==> config.mk <==
export PLATFORM = sky130hd
export DESIGN_NAME = div_requester
export DESIGN_NICKNAME = d
export VERILOG_FILES = /design/src/rtl/div_pkg.sv /design/src/rtl/div_watchdog.sv /design/src/rtl/div_requester.sv
export SDC_FILE = /design/constraint.sdc
export NUM_CORES = 1
export LEC_CHECK = 0
export CAP_MARGIN = 20
export CORE_MARGIN = 8
export CORE_UTILIZATION = 40
export CTS_BUF_LIST = sky130_fd_sc_hd__clkbuf_16
export CTS_CLUSTER_DIAMETER = 80
export DETAILED_ROUTE_END_ITERATION = 6
export DONT_BUFFER_PORTS = 1
export SKIP_CTS_REPAIR_TIMING = 1
export SLEW_MARGIN = 5
export SYNTH_ARGS = -nofsm -noshare
export SYNTH_HDL_FRONTEND = slang
export SYNTH_HIERARCHICAL = 1
export SYNTH_SLANG_ARGS = --single-unit
==> constraint.sdc <==
create_clock -name clk -period 2.1 [get_ports clk]
set_clock_uncertainty 0.15 [all_clocks]
set_input_delay 0.21 -clock clk [delete_from_list [all_inputs] [get_ports clk]]
set_output_delay 0.21 -clock clk [all_outputs]
set_load 0.01 [all_outputs]
==> src/rtl/div_pkg.sv <==
// div_pkg: definitions shared by the divider requester and its watchdog.
//   state_e       - requester FSM encoding (3 bits)
//   SEL_CH1/CH2   - divider Select values for the two measurement channels
//   DIV_WIDTH     - default quotient width, matching the divider
package div_pkg;

  localparam int DIV_WIDTH = 12;

  localparam logic SEL_CH1 = 1'b1;
  localparam logic SEL_CH2 = 1'b0;

  typedef enum logic [2:0] {
    ST_IDLE    = 3'd0,
    ST_ISSUE   = 3'd1,
    ST_WAIT    = 3'd2,
    ST_CAPTURE = 3'd3,
    ST_GAP     = 3'd4,
    ST_FINISH  = 3'd5
  } state_e;

endpackage

==> src/rtl/div_watchdog.sv <==
// div_watchdog: per-phase cycle counter for the divider requester.
// Counts cycles while en is high and clears whenever clr is high. expire is
// raised combinationally on the TIMEOUT-th consecutive enabled cycle.
// Ports:
//   clk, rst_n   clock, asynchronous active-low reset
//   clr          return the count to zero (takes priority over en)
//   en           count this cycle
//   expire       this is the TIMEOUT-th enabled cycle since the last clear
module div_watchdog #(
  parameter int TIMEOUT = 255,
  parameter int TO_W    = 8
) (
  input  logic clk,
  input  logic rst_n,
  input  logic clr,
  input  logic en,
  output logic expire
);

  localparam logic [TO_W-1:0] LIMIT = TO_W'(TIMEOUT - 1);

  logic [TO_W-1:0] cnt_q;
  logic [TO_W-1:0] cnt_d;

  always_comb begin
    cnt_d = cnt_q;
    if (clr) begin
      cnt_d = '0;
    end else if (en && (cnt_q != LIMIT)) begin
      cnt_d = cnt_q + 1'b1;
    end
  end

  always_ff @(posedge clk or negedge rst_n) begin
    if (!rst_n) begin
      cnt_q <= '0;
    end else begin
      cnt_q <= cnt_d;
    end
  end

  assign expire = en && !clr && (cnt_q == LIMIT);

endmodule

==> src/rtl/div_requester.sv <==
// div_requester: drives the sequential divider's en/Select/Busy/Ready
// handshake on behalf of the measurement control logic. One pass divides
// channel 1 (Select=1) and then channel 2 (Select=0), each only if enabled
// in chan_mask, and publishes each quotient with a one-cycle update strobe.
//
// Optional feature: define DIVREQ_TIMEOUT_EN to add a per-phase watchdog
// (div_watchdog) that abandons a pass stuck in ISSUE or WAIT for TIMEOUT
// cycles and strobes err. Without it err is tied low and the FSM waits
// indefinitely.
//
// Ports:
//   clk, rst_n        clock, asynchronous active-low reset
//   start             request a pass (level, sampled every cycle)
//   chan_mask[1:0]    bit0 = channel 1, bit1 = channel 2, sampled at pass start
//   div_busy          divider Busy
//   div_ready         divider Ready
//   div_res           divider quotient
//   div_en            divider en
//   div_select        divider Select (1 = channel 1, 0 = channel 2)
//   res1, res2        last quotient of each channel, held
//   upd1, upd2        one-cycle strobe when res1 / res2 is written
//   done              one-cycle strobe at the end of a pass
//   active            high from pass start until done
//   err               one-cycle strobe on watchdog abort
module div_requester
  import div_pkg::*;
#(
  parameter int WIDTH   = DIV_WIDTH,
  parameter int TIMEOUT = 255,
  parameter int TO_W    = 8
) (
  input  logic             clk,
  input  logic             rst_n,
  input  logic             start,
  input  logic [1:0]       chan_mask,
  input  logic             div_busy,
  input  logic             div_ready,
  input  logic [WIDTH-1:0] div_res,
  output logic             div_en,
  output logic             div_select,
  output logic [WIDTH-1:0] res1,
  output logic [WIDTH-1:0] res2,
  output logic             upd1,
  output logic             upd2,
  output logic             done,
  output logic             active,
  output logic             err
);

  if ((2 ** TO_W) <= TIMEOUT) begin : g_to_w_check
    $error("div_requester: TO_W too narrow for TIMEOUT");
  end

  state_e           state_q, state_d;
  logic             ch2_en_q, ch2_en_d;   // channel 2 still to run in this pass
  logic             pending_q, pending_d;
  logic             active_q, active_d;
  logic             div_en_q, div_en_d;
  logic             div_sel_q, div_sel_d; // also identifies the current channel
  logic [WIDTH-1:0] res1_q, res1_d;
  logic [WIDTH-1:0] res2_q, res2_d;
  logic             upd1_q, upd1_d;
  logic             upd2_q, upd2_d;
  logic             done_q, done_d;

`ifdef DIVREQ_TIMEOUT_EN
  logic err_q, err_d;
  logic wd_clr;
  logic wd_en;
  logic wd_expire;

  // The counter runs only in ISSUE/WAIT. Every exit other than expiry is
  // listed here so the count restarts on each state change; after an expiry
  // the FSM sits in FINISH, which is outside ISSUE/WAIT and clears it.
  assign wd_en  = (state_q == ST_ISSUE) || (state_q == ST_WAIT);
  assign wd_clr = !wd_en
               || ((state_q == ST_ISSUE) && div_busy)
               || ((state_q == ST_WAIT) && div_ready && !div_busy);

  div_watchdog #(
    .TIMEOUT (TIMEOUT),
    .TO_W    (TO_W)
  ) u_watchdog (
    .clk    (clk),
    .rst_n  (rst_n),
    .clr    (wd_clr),
    .en     (wd_en),
    .expire (wd_expire)
  );
`endif

  always_comb begin
    state_d   = state_q;
    ch2_en_d  = ch2_en_q;
    pending_d = pending_q;
    active_d  = active_q;
    div_en_d  = div_en_q;
    div_sel_d = div_sel_q;
    res1_d    = res1_q;
    res2_d    = res2_q;
    upd1_d    = 1'b0;
    upd2_d    = 1'b0;
    done_d    = 1'b0;
`ifdef DIVREQ_TIMEOUT_EN
    err_d     = 1'b0;
`endif

    // Requests during a pass coalesce into one re-run.
    if (start && (state_q != ST_IDLE)) begin
      pending_d = 1'b1;
    end

    case (state_q)
      ST_IDLE: begin
        if (start || pending_q) begin
          pending_d = 1'b0;
          if (chan_mask != 2'b00) begin
            ch2_en_d  = chan_mask[1];
            div_sel_d = chan_mask[0] ? SEL_CH1 : SEL_CH2;
            div_en_d  = 1'b1;
            active_d  = 1'b1;
            state_d   = ST_ISSUE;
          end else begin
            // Empty mask: no divider traffic, just report completion.
            state_d = ST_FINISH;
          end
        end
      end

      ST_ISSUE: begin
        // Ready is ignored here: it may still be high from the previous
        // operation until the divider raises Busy for this one.
        if (div_busy) begin
          state_d = ST_WAIT;
        end
`ifdef DIVREQ_TIMEOUT_EN
        else if (wd_expire) begin
          err_d    = 1'b1;
          div_en_d = 1'b0;
          state_d  = ST_FINISH;
        end
`endif
      end

      ST_WAIT: begin
        // Ready together with Busy is not yet a finished result.
        if (div_ready && !div_busy) begin
          div_en_d = 1'b0;
          state_d  = ST_CAPTURE;
          if (div_sel_q == SEL_CH1) begin
            res1_d = div_res;
            upd1_d = 1'b1;
          end else begin
            res2_d = div_res;
            upd2_d = 1'b1;
          end
        end
`ifdef DIVREQ_TIMEOUT_EN
        else if (wd_expire) begin
          err_d    = 1'b1;
          div_en_d = 1'b0;
          state_d  = ST_FINISH;
        end
`endif
      end

      ST_CAPTURE: begin
        if ((div_sel_q == SEL_CH1) && ch2_en_q) begin
          // Switch Select now so it is settled before en rises again.
          div_sel_d = SEL_CH2;
          state_d   = ST_GAP;
        end else begin
          state_d = ST_FINISH;
        end
      end

      ST_GAP: begin
        div_en_d = 1'b1;
        state_d  = ST_ISSUE;
      end

      ST_FINISH: begin
        done_d   = 1'b1;
        active_d = 1'b0;
        state_d  = ST_IDLE;
      end

      default: begin
        div_en_d = 1'b0;
        active_d = 1'b0;
        state_d  = ST_IDLE;
      end
    endcase
  end

  always_ff @(posedge clk or negedge rst_n) begin
    if (!rst_n) begin
      state_q   <= ST_IDLE;
      ch2_en_q  <= 1'b0;
      pending_q <= 1'b0;
      active_q  <= 1'b0;
      div_en_q  <= 1'b0;
      div_sel_q <= SEL_CH1;
      res1_q    <= '0;
      res2_q    <= '0;
      upd1_q    <= 1'b0;
      upd2_q    <= 1'b0;
      done_q    <= 1'b0;
    end else begin
      state_q   <= state_d;
      ch2_en_q  <= ch2_en_d;
      pending_q <= pending_d;
      active_q  <= active_d;
      div_en_q  <= div_en_d;
      div_sel_q <= div_sel_d;
      res1_q    <= res1_d;
      res2_q    <= res2_d;
      upd1_q    <= upd1_d;
      upd2_q    <= upd2_d;
      done_q    <= done_d;
    end
  end

`ifdef DIVREQ_TIMEOUT_EN
  always_ff @(posedge clk or negedge rst_n) begin
    if (!rst_n) begin
      err_q <= 1'b0;
    end else begin
      err_q <= err_d;
    end
  end
  assign err = err_q;
`else
  assign err = 1'b0;
`endif

  assign div_en     = div_en_q;
  assign div_select = div_sel_q;
  assign res1       = res1_q;
  assign res2       = res2_q;
  assign upd1       = upd1_q;
  assign upd2       = upd2_q;
  assign done       = done_q;
  assign active     = active_q;

endmodule

Yosys cells after proc, flatten, opt, wreduce, memory -nomap -nowiden
Index checks and enable logic that the tools add are counted.
{"block": "classes", "reduce_logical": 18, "eq_ne": 10, "muxes": 26, "n_bitwise": 3}
{"cell": "$mux W1", "n": 18}
{"cell": "$pmux W3 S5", "n": 1}
{"cell": "$reduce_and A3 Y1", "n": 5}
{"cell": "$mux W3", "n": 4}
{"cell": "$ne A2 B2 Y1 const B", "n": 5}
{"cell": "$reduce_and A4 Y1", "n": 2}
{"cell": "$eq A3 B2 Y1 const B", "n": 2}
{"cell": "$eq A3 B3 Y1 const B", "n": 2}
{"cell": "$pmux W1 S2", "n": 2}
{"cell": "$pmux W1 S4", "n": 1}
{"cell": "$reduce_bool A2 Y1", "n": 2}
{"cell": "$reduce_or A4 Y1", "n": 1}
{"cell": "$eq A3 B1 Y1 const B", "n": 1}
{"cell": "$logic_and A1 B1 Y1", "n": 3}
{"cell": "$logic_not A3 Y1", "n": 1}
{"cell": "$not A1 Y1", "n": 3}
{"cell": "$reduce_bool A3 Y1", "n": 1}
{"cell": "$reduce_or A3 Y1", "n": 1}
{"cell": "$logic_not A1 Y1", "n": 1}
{"cell": "$logic_or A1 B1 Y1", "n": 1}
{"block": "word_totals", "wordCells": 68, "input_bits": 19, "out_inout_bits": 31, "reg_bits": 35}

Depth between registers and ports, before layout
Gate-level depths: netlist of the first run.
{"block": "depth", "word_depth": 5, "depth_mapped": 4}

Worst setup path before layout of the first run
OpenSTA, ideal clock, no wires.
{"block": "synth_path", "path_kind": "register to register", "startpoint": "register div_sel_q (netlist: div_select)", "endpoint": "register res2_q[0] (netlist: res2[0])", "required_time_ps": 1825, "slack_ps": 609, "arrival_time_ps": 1216, "path_buffers": 1, "path_stages_with_launch": 4, "path_cell_list": "dfstp_2 -> nand4b_4 -> buf_6 -> mux2_4"}
{"block": "synth_between", "elab_chain_cells": 2}
{"item": "start, declared", "line_no": "div_requester.sv:59", "source": "logic div_sel_q, div_sel_d;"}
{"item": "start signal, assigned", "line_no": "div_requester.sv:215", "source": "div_sel_q <= div_sel_d;"}
{"item": "$not A1 Y1 (no source line)"}
{"item": "$reduce_and A3 Y1 (no source line)"}
{"item": "end signal, assigned", "line_no": "div_requester.sv:217", "source": "res2_q <= res2_d;"}
{"item": "end, declared", "line_no": "div_requester.sv:61", "source": "logic [WIDTH-1:0] res2_q, res2_d;"}
Every way passes these cells.
A chain may end at the register's enable or synchronous reset.

Worst setup path in the final report of the first run
{"block": "layout_path", "startpoint": "register state_q[1]", "endpoint": "register res1_q[1] (netlist: res1[1])"}
{"block": "layout_between", "elab_chain_cells": 2}
{"item": "start, declared", "line_no": "div_requester.sv:54", "source": "state_e state_q, state_d;"}
{"item": "start signal, assigned", "line_no": "div_requester.sv:210", "source": "state_q <= state_d;"}
{"item": "$eq A3 B2 Y1", "line_no": "div_requester.sv:113", "source": "case (state_q)"}
{"item": "$reduce_and A3 Y1 (no source line)"}
{"item": "end signal, assigned", "line_no": "div_requester.sv:216", "source": "res1_q <= res1_d;"}
{"item": "end, declared", "line_no": "div_requester.sv:60", "source": "logic [WIDTH-1:0] res1_q, res1_d;"}
Every way passes these cells.

==> results of run 1 <==
metal layers:
| metal | share of wire | vias to the layer above | routed length, um | track usage |
|---|---|---|---|---|
| li1 | - | 400 | - | - |
| met1 | 0.39 | 446 | 1250 | 0.115 |
| met2 | 0.45 | 52 | 1440 | 0.149 |
| met3 | 0.15 | 7 | 479 | 0.0911 |
| met4 | 0.020 | 0 | 66 | 0.0556 |
| met5 | 0 | - | 0 | 0 |
worst max-delay path: cells and delay by family, from the launching register on:
kind,cells,cell delay (ns)
DFF,1,0.52
muxes,1,0.42
and+or+nand+nor,2,0.62
per-stage QoR:
| step | utilization | worst slack, ns | area, sq um |
|---|---|---|---|
| global route | 0.507 | 0.168 | 1870 |
| global placement | 0.423 | 0.336 | 1560 |
| finish | 0.507 | 0.268 | 1870 |
| detailed placement | 0.423 | 0.274 | 1560 |
| floorplan | - | 0.609 | 1540 |
| CTS | 0.461 | 0.269 | 1700 |
state kept, by name, summed over array words and instances (netlist names):
register    cells
done            1
res2           12
ch2_en_q        1
div_select      1
active          1
res1           12
upd2            1
state_q         3
upd1            1
pending_q       1
div_en          1
path summary, 6_finish.rpt:
path	start	to	slack, ns	depth (start not counted)
min in group asynchronous	rst_n	res2[10]	0.24	2
max in group asynchronous	rst_n	div_select	1.31	2
hold / removal	div_busy	state_q[1]	-0.03	2
setup reg to reg	state_q[1]	res1[1]	0.27	3
setup / recovery	state_q[1]	res1[1]	0.27	3
hold reg to reg	ch2_en_q	ch2_en_q	0.36	1
cells in the mapped netlist (2+ instances only):
| master | n | area share |
|---|---|---|
| nor3_1 | 2 | 0.0065 |
| mux2_4 | 18 | 0.18 |
| nor2_1 | 5 | 0.012 |
| dfrtp_1 | 34 | 0.55 |
| nand2b_1 | 2 | 0.0081 |
| inv_1 | 2 | 0.0049 |
| nand2_1 | 2 | 0.0049 |
| nor2b_1 | 2 | 0.0081 |
| buf_2 | 2 | 0.0065 |
| a21oi_1 | 3 | 0.0097 |
| mux2_1 | 6 | 0.044 |
| buf_6 | 2 | 0.015 |
| o21ai_0 | 3 | 0.0097 |
cells by family (layout without fill, tap and decap cells):
kind of cell | Yosys count | after routing
simple gates | 23 | 23
buf+inv | 8 | 26
mux | 24 | 24
flops | 35 | 35
other cells | 1 | 1
compound gates | 14 | 14
power by group:
group          leakage (nW)  internal, mW  switching (mW)  total (mW)
registers             0.445         0.962           0.406        1.37
clock network        0.0710         0.432           0.261       0.692
logic                 0.404         0.396           0.208       0.604
cell type report:
cell class                 count  area, sq um  area share
multi-input combinational     62          614       0.328
inverter                       2         7.51     0.00401
tap                           48         60.1      0.0321
clock buffer                   5          125      0.0669
timing repair buffer          16          170      0.0910
sequential                    35          877       0.469
clock inverter                 3         16.3     0.00870
==> impl_metrics.tcl, run 1 <==
set metrics [dict create \
    status "finished, violations left" \
    violations "hold timing" \
    cts_sinks 35 \
    insertion_delay_ns 0.27 \
    seq_area_frac_synth 0.569 \
    start_util 0.418 \
    dr.pass1.iters 4 \
    grt_antenna_before_repair 0 \
    synth_compound_area_frac 0.0665 \
    min_period_over_period 0.873 \
    cts_buffers 5 \
    synthAdderAreaFrac 0 \
    avgSynthCellArea_sq_um 14.7 \
    viasPerCell 5.29 \
    drtIter0Drc 60 \
    synth_edf_count 0 \
    ioPinCount 50 \
    max_clock_freq_mhz 546 \
    yosys.area_share.simple 0.110 \
    die_area_sq_mm 0.00610 \
    path_max_fanout 13 \
    critPathSlowestCell "dfrtp_1" \
    p_total_mw 2.66 \
    overflow 0 \
    dieHeight_um 78.1 \
    root_buffer "clkbuf_16" \
    min_period_ns 1.83 \
    synth_flop_cell "dfrtp_1" \
    syn_nets 124 \
    synth_warnings 6 \
    slew_viol_final 0 \
    final_cell_mix "34 x dfrtp_1, 18 x mux2_4, 15 x dlygate4sd3_1" \
    whs_ns -0.0298 \
    drive_above_1_share 0.260 \
    clkTransAtPathRegs_ns 0.05 \
    ys_types 35 \
    drv_cap 0 \
    core_area_sq_mm 0.00369 \
    synth_top_family_by_area "multiplexers" \
    antenna_cells 0 \
    ys_ff_latch 35 \
    finalHoldViolCount 1 \
    crit_type "reg -> reg" \
    wire_per_inst_um 18.9 \
    cp-start-kind "flop" \
    synth_xor_area_frac 0 \
    dp_hpwl_um 2260 \
    grt_pass1_wl_um 5090 \
    rsz0062_at_grt "false" \
    synth_cells 105 \
    gp_congestion 0.764 \
    final_nets 141 \
    grtUsageTotal 0.109 \
    tns_ns 0 \
    crit_chain "nor2b_4, nand4_4, mux2_1" \
    required_ns 2.11 \
    placed_cells 147 \
    p_leak_nw 0.920 \
    cts_tree "built" \
    portBuffers 0 \
    syn_area_sq_mm 0.00154 \
    end_kind "flop" \
    drt-total-wl_um 3230 \
    hp-class "in -> reg" \
    cts_max_path_buffers 2 \
    setup_viol 0 \
    grt_pass1_vias 910 \
    peakVddDrop_mv 0.589 \
    async_flop_share 1.00 \
    area_growth_pct 21.2 \
    cts-htree-levels 2 \
    vias 905 \
    final.fill_count 320 \
    layoutNonFillerInstCount 171 \
    ant_nets 0 \
    synthMuxAreaShare 0.219 \
    rows 22 \
    grt_max_degree 36 \
    crit_arrival_ns 1.84 \
    die_w_um 78.1 \
    drc 0 \
    final_common_cell "dfrtp_1" \
    p_per_area_mw_per_mm2 1420 \
    cp_slowest_stage_delay_ns 0.52 \
]
No activity file was read; power rests on OpenSTA's default activity.
==> run 2, diff against run 1 <==
Settings changed: ABC_AREA set to 1, CORE_MARGIN 8 to 2.
==> run 2 against run 1 <==
Sequential share of layout area decreased by 1.7 points. Register-to-register slack better by 0.31 ns. Fmax is 20% higher. Critical path depth rose by 2. Largest power group unchanged. First-iteration DRC count up 50%. The flow now finishes without violations. Clock-buffer cell count did not move.
==> impl_metrics.tcl, run 2 <==
set metrics [dict create \
    syn_nets 175 \
    placed_cell_area_sq_mm 0.00157 \
    wire_per_inst_um 13.4 \
    vias 1064 \
    die_w_um 66.6 \
    max_clock_freq_mhz 657 \
    ioPinCount 50 \
    seqPwrFrac 0.438 \
    insertion_delay_ns 0.27 \
    async_flop_share 1.00 \
    overflow 0 \
    rsz0062_at_grt "false" \
    clkTransAtPathRegs_ns 0.06 \
    drtIter0Drc 90 \
    setup_viol 0 \
    synth_warnings 6 \
    grt_pass1_vias 1005 \
    tns_ns 0 \
    synth.most_common_cell "dfrtp_1" \
    power.internal_mw 1.91 \
    grt_antenna_before_repair 0 \
    p_total_mw 2.90 \
    placed_cells 198 \
    cts_buffers 5 \
    hp-class "in -> reg" \
    synthTopCellsByCount "34 x dfrtp_1, 30 x nand2_1, 24 x o21ai_2, 20 x inv_1" \
    p_clk_frac 0.329 \
    netlist_top_cells_area "dfrtp_1 54%, o21ai_2 13%, nand2_1 7.2%, inv_1 4.8%, buf_6 2.9%" \
    final_cell_mix "34 x dfrtp_1, 30 x nand2_1, 24 x o21ai_2" \
    grtUsageTotal 0.148 \
    finalHoldViolCount 0 \
    gp_congestion 0.790 \
    antenna_cells 0 \
    final.fill_count 334 \
    syn_area_sq_mm 0.00157 \
    cts_sinks 35 \
    layoutNonFillerInstCount 223 \
    switchingPower_mw 0.993 \
    min_period_ns 1.52 \
    dr.pass1.iters 4 \
    core_area_sq_mm 0.00372 \
    grt_pass1_wl_um 4760 \
    synth_flop_cell "dfrtp_1" \
    drt-total-wl_um 3000 \
    p_per_area_mw_per_mm2 1490 \
    dp_slack_ns 0.574 \
    viasPerCell 4.77 \
    p_leak_nw 0.992 \
    portBuffers 0 \
    whs_ns 0.0418 \
    slew_viol_final 0 \
    die_area_sq_mm 0.00443 \
    p_comb_frac 0.233 \
    synth_edf_count 0 \
    ys_ff_latch 35 \
    cts_tree "built" \
    crit_arrival_ns 1.53 \
    cts_max_path_buffers 2 \
    min_period_over_period 0.725 \
    cp-start-kind "flop" \
    dp_hpwl_um 2030 \
    final_nets 193 \
    required_ns 2.10 \
    seq_area_frac_synth 0.560 \
    area_growth_pct 24.0 \
    cts-htree-levels 2 \
    ys_types 21 \
    grt_max_degree 36 \
    synth_largest_area_cell "dfrtp_1" \
    crit_type "reg -> reg" \
    status "finished, final reports clean" \
    switching_share 0.342 \
    final_common_cell "dfrtp_1" \
    rows 22 \
    path_max_fanout 25 \
    avgSynthCellArea_sq_um 10.0 \
    drc 0 \
    peakVddDrop_mv 0.614 \
    synth_top_area_share 0.543 \
    root_buffer "clkbuf_16" \
    dieHeight_um 66.6 \
    start_util 0.422 \
    ant_nets 0 \
    end_kind "flop" \
    layout_setup_ws_ns 0.577 \
    final_area_sq_mm 0.00194 \
    fin_util 0.523 \
    synth_cells 156 \
    drive_above_1_share 0.274 \
    drv_cap 0 \
]
run 2: changes by cell type in the layout (fill, tap and decap cells not counted), sizes merged, moves of 3 or more:
cell,before,now
o21ai,3,27
inv,3,22
nor2b,3,0
mux2,24,0
nand2,2,40
nor2,6,9
nand3,1,8
run 2: critical path: stages (launching register included):
cell	delay, ns
dfstp_2	0.59
inv_1	0.05
nor2_1	0.18
nand2_4	0.22
nand2_1	0.14
o21ai_2	0.06
run 2: cell type report:
class / instances / area, sq um / area share
Timing Repair Buffer: 17 / 180 / 0.0928
Multi-Input combinational cell: 93 / 547 / 0.282
Tap cell: 48 / 60.1 / 0.0309
Sequential cell: 35 / 877 / 0.452
Clock buffer: 5 / 125 / 0.0644
Clock inverter: 3 / 67.6 / 0.0348
Inverter: 22 / 85.1 / 0.0438
run 2: cell families (layout without fill, tap and decap cells):
family | Yosys count | in the layout | synth area share
AO/OA/AOI/OAI | 31 | 31 | 0.159
buffers and inverters | 28 | 47 | 0.0910
other | 1 | 1 | 0.00239
AND/OR/NAND/NOR | 61 | 61 | 0.188
flip-flops | 35 | 35 | 0.560
run 2: final timing paths:
kind	startpoint	to	slack [ns]	cells past startpoint
max in group asynchronous	rst_n	div_select	1.32	2
min in group asynchronous	rst_n	done	0.24	2
worst max register to register	div_select	res1[1]	0.58	5
worst min register to register	pending_q	pending_q	0.37	2
worst max-delay path	div_select	res1[1]	0.58	5
worst min-delay path	chan_mask[0]	state_q[2]	0.04	3
run 2: layer usage:
metal  global-route usage  wire [um]  vias to the layer above
met5                    0          0                        -
met4               0.0689         30                        0
met3               0.0794        234                        2
met2                0.239       1470                       31
met1                0.159       1270                      502
li1                     -          -                      529
run 2: power groups by stage:
stage,combinational (mW),clock [mW],sequential (mW)
after global routing,0.781,1.00,1.31
after CTS,0.644,0.975,1.28
after detailed placement,0.638,0,1.29
after global placement,0.608,0,1.28
final,0.676,0.955,1.27
after floorplan,0.587,0,1.21
==> run 3, diff against run 2 <==
Clock period 2.1 ns to 1.5 ns, I/O delays scaled along.
==> run 3 against run 2 <==
The run now ends with hold timing left. Clock-buffer cell count stayed put. Clock power is 2.1% lower. Register-to-register slack got worse by 0.49 ns. Wire length grew 13%. Non-clock buffer count is 4 higher. Utilization is 0.27 points higher. Fmax is 8.1% higher. Final cell count up 2.2%. Combinational power up 66%. Critical path type unchanged. Critical endpoint is now res2[6].
==> impl_metrics.tcl, run 3 (synthesized netlist as in run 2, its figures left out) <==
set metrics [dict create \
    final_nets 198 \
    whs_ns -0.0220 \
    ioPinCount 50 \
    peakVddDrop_mv 1.16 \
    reg2reg_from "state_q[1]" \
    crit_arrival_ns 1.41 \
    p_total_mw 3.82 \
    core_area_sq_mm 0.00372 \
    status "finished, violations left" \
    area_growth_pct 24.6 \
    crit_chain "inv_2, nor2_4, nand2_4, inv_4, nand2_8, nand2_1, o21ai_2" \
    switching_share 0.373 \
    ant_nets 0 \
    cts_tree "built" \
    tns_ns 0 \
    root_buffer "clkbuf_16" \
    clkTransAtPathRegs_ns 0.05 \
    cp_slowest_stage_delay_ns 0.42 \
    seqPwrFrac 0.462 \
    wire_per_inst_um 14.9 \
    p_leak_nw 0.998 \
    top_usage_layer "met2" \
    dieHeight_um 66.6 \
    r2r_end "res2[6]" \
    slew_viol_final 0 \
    drtIter0Drc 129 \
    critPathTopFamily "simple AND/OR/NAND/NOR gates" \
    insertion_delay_ns 0.26 \
    critPathSlowestCell "dfrtp_1" \
    grt_use_met2 0.243 \
    met1_usage 0.157 \
    path_max_fanout 25 \
    rsz0062_at_grt "false" \
    grt_pass1_vias 1037 \
    multiInputGateArea_sq_um 582 \
    die_w_um 66.6 \
    rows 22 \
    min_period_ns 1.41 \
    min_period_over_period 0.939 \
    dp_hpwl_um 2100 \
    grtUsageTotal 0.142 \
    cp-start-kind "flop" \
    grt_max_degree 36 \
    portBuffers 0 \
    vias 1109 \
    overflow 0 \
    die_area_sq_mm 0.00443 \
    hp-class "in -> reg" \
    dr.pass1.iters 4 \
    final.fill_count 330 \
    max_clock_freq_mhz 710 \
    cts_max_path_buffers 2 \
    viasPerCell 4.86 \
    fin_util 0.525 \
    p_comb_frac 0.293 \
    p_per_area_mw_per_mm2 1960 \
    end_kind "flop" \
    cp.depth 7 \
    drive_above_1_share 0.300 \
    drv_cap 0 \
    drc 0 \
    whs_path_depth 3 \
    cts_sinks 35 \
    gp_congestion 0.784 \
    gr-usage-met3 0.0676 \
    grt_pass1_wl_um 4640 \
    crit_buf_inv 2 \
    crit_type "reg -> reg" \
    setup_viol 0 \
    violations "hold timing" \
    seqCellArea_sq_um 877 \
    final_common_cell "dfrtp_1" \
    min_to "state_q[2]" \
    finalHoldViolCount 1 \
    final_cell_mix "34 x dfrtp_1, 29 x nand2_1, 24 x o21ai_2" \
    power.internal_mw 2.40 \
    p_clk_frac 0.245 \
    drt-total-wl_um 3390 \
    start_util 0.422 \
    reg2reg_depth 7 \
    min_from "chan_mask[0]" \
    cts_buffers 5 \
    cts-htree-levels 2 \
    switchingPower_mw 1.43 \
    antenna_cells 0 \
    grt_antenna_before_repair 0 \
    required_ns 1.50 \
    regToRegSetupSlack_ns 0.09 \
]
## run 3: layer usage
metal	up-vias	wire length, um
met3	2	194
met1	534	1370
met5	-	0
met2	32	1820
met4	0	14
li1	541	-
## run 3: layout make-up
class	count	share of cell area
Multi-Input combinational cell	94	0.298
Clock buffer	5	0.0641
Inverter	22	0.0436
Tap cell	48	0.0308
Clock inverter	3	0.00641
Sequential cell	35	0.449
Timing Repair Buffer	21	0.108
## run 3: worst max path at each step
stage / from / end
2_1_floorplan: div_select / res1[10]
3_3_place_gp: div_select / res1[2]
3_5_place_dp: div_select / res1[11]
4_1_cts: div_select / res1[11]
5_1_grt: state_q[1] / res2[7]
6_report: state_q[1] / res2[6]
## run 3: power groups by stage
stage	Sequential (mW)	Clock [mW]	Combinational, mW
3_3_place_gp	1.77	0	0.955
3_5_place_dp	1.78	0	0.996
5_1_grt	1.81	1.01	1.28
2_1_floorplan	1.69	0	0.822
4_1_cts	1.77	0.955	1.00
6_report	1.77	0.935	1.12
## run 3: stage by stage
step                instances  area, sq um  setup slack (ns)
floorplan                 156         1570             0.103
global placement          202         1600            0.0670
detailed placement        202         1600            0.0287
CTS                       210         1740            0.0231
global route              228         1950           0.00536
finish                    228         1950            0.0912
## run 3: tightest hold or removal path: stages
cell and delay [ns]:
nor2_1 0.03, nand3_1 0.10, a21oi_1 0.07
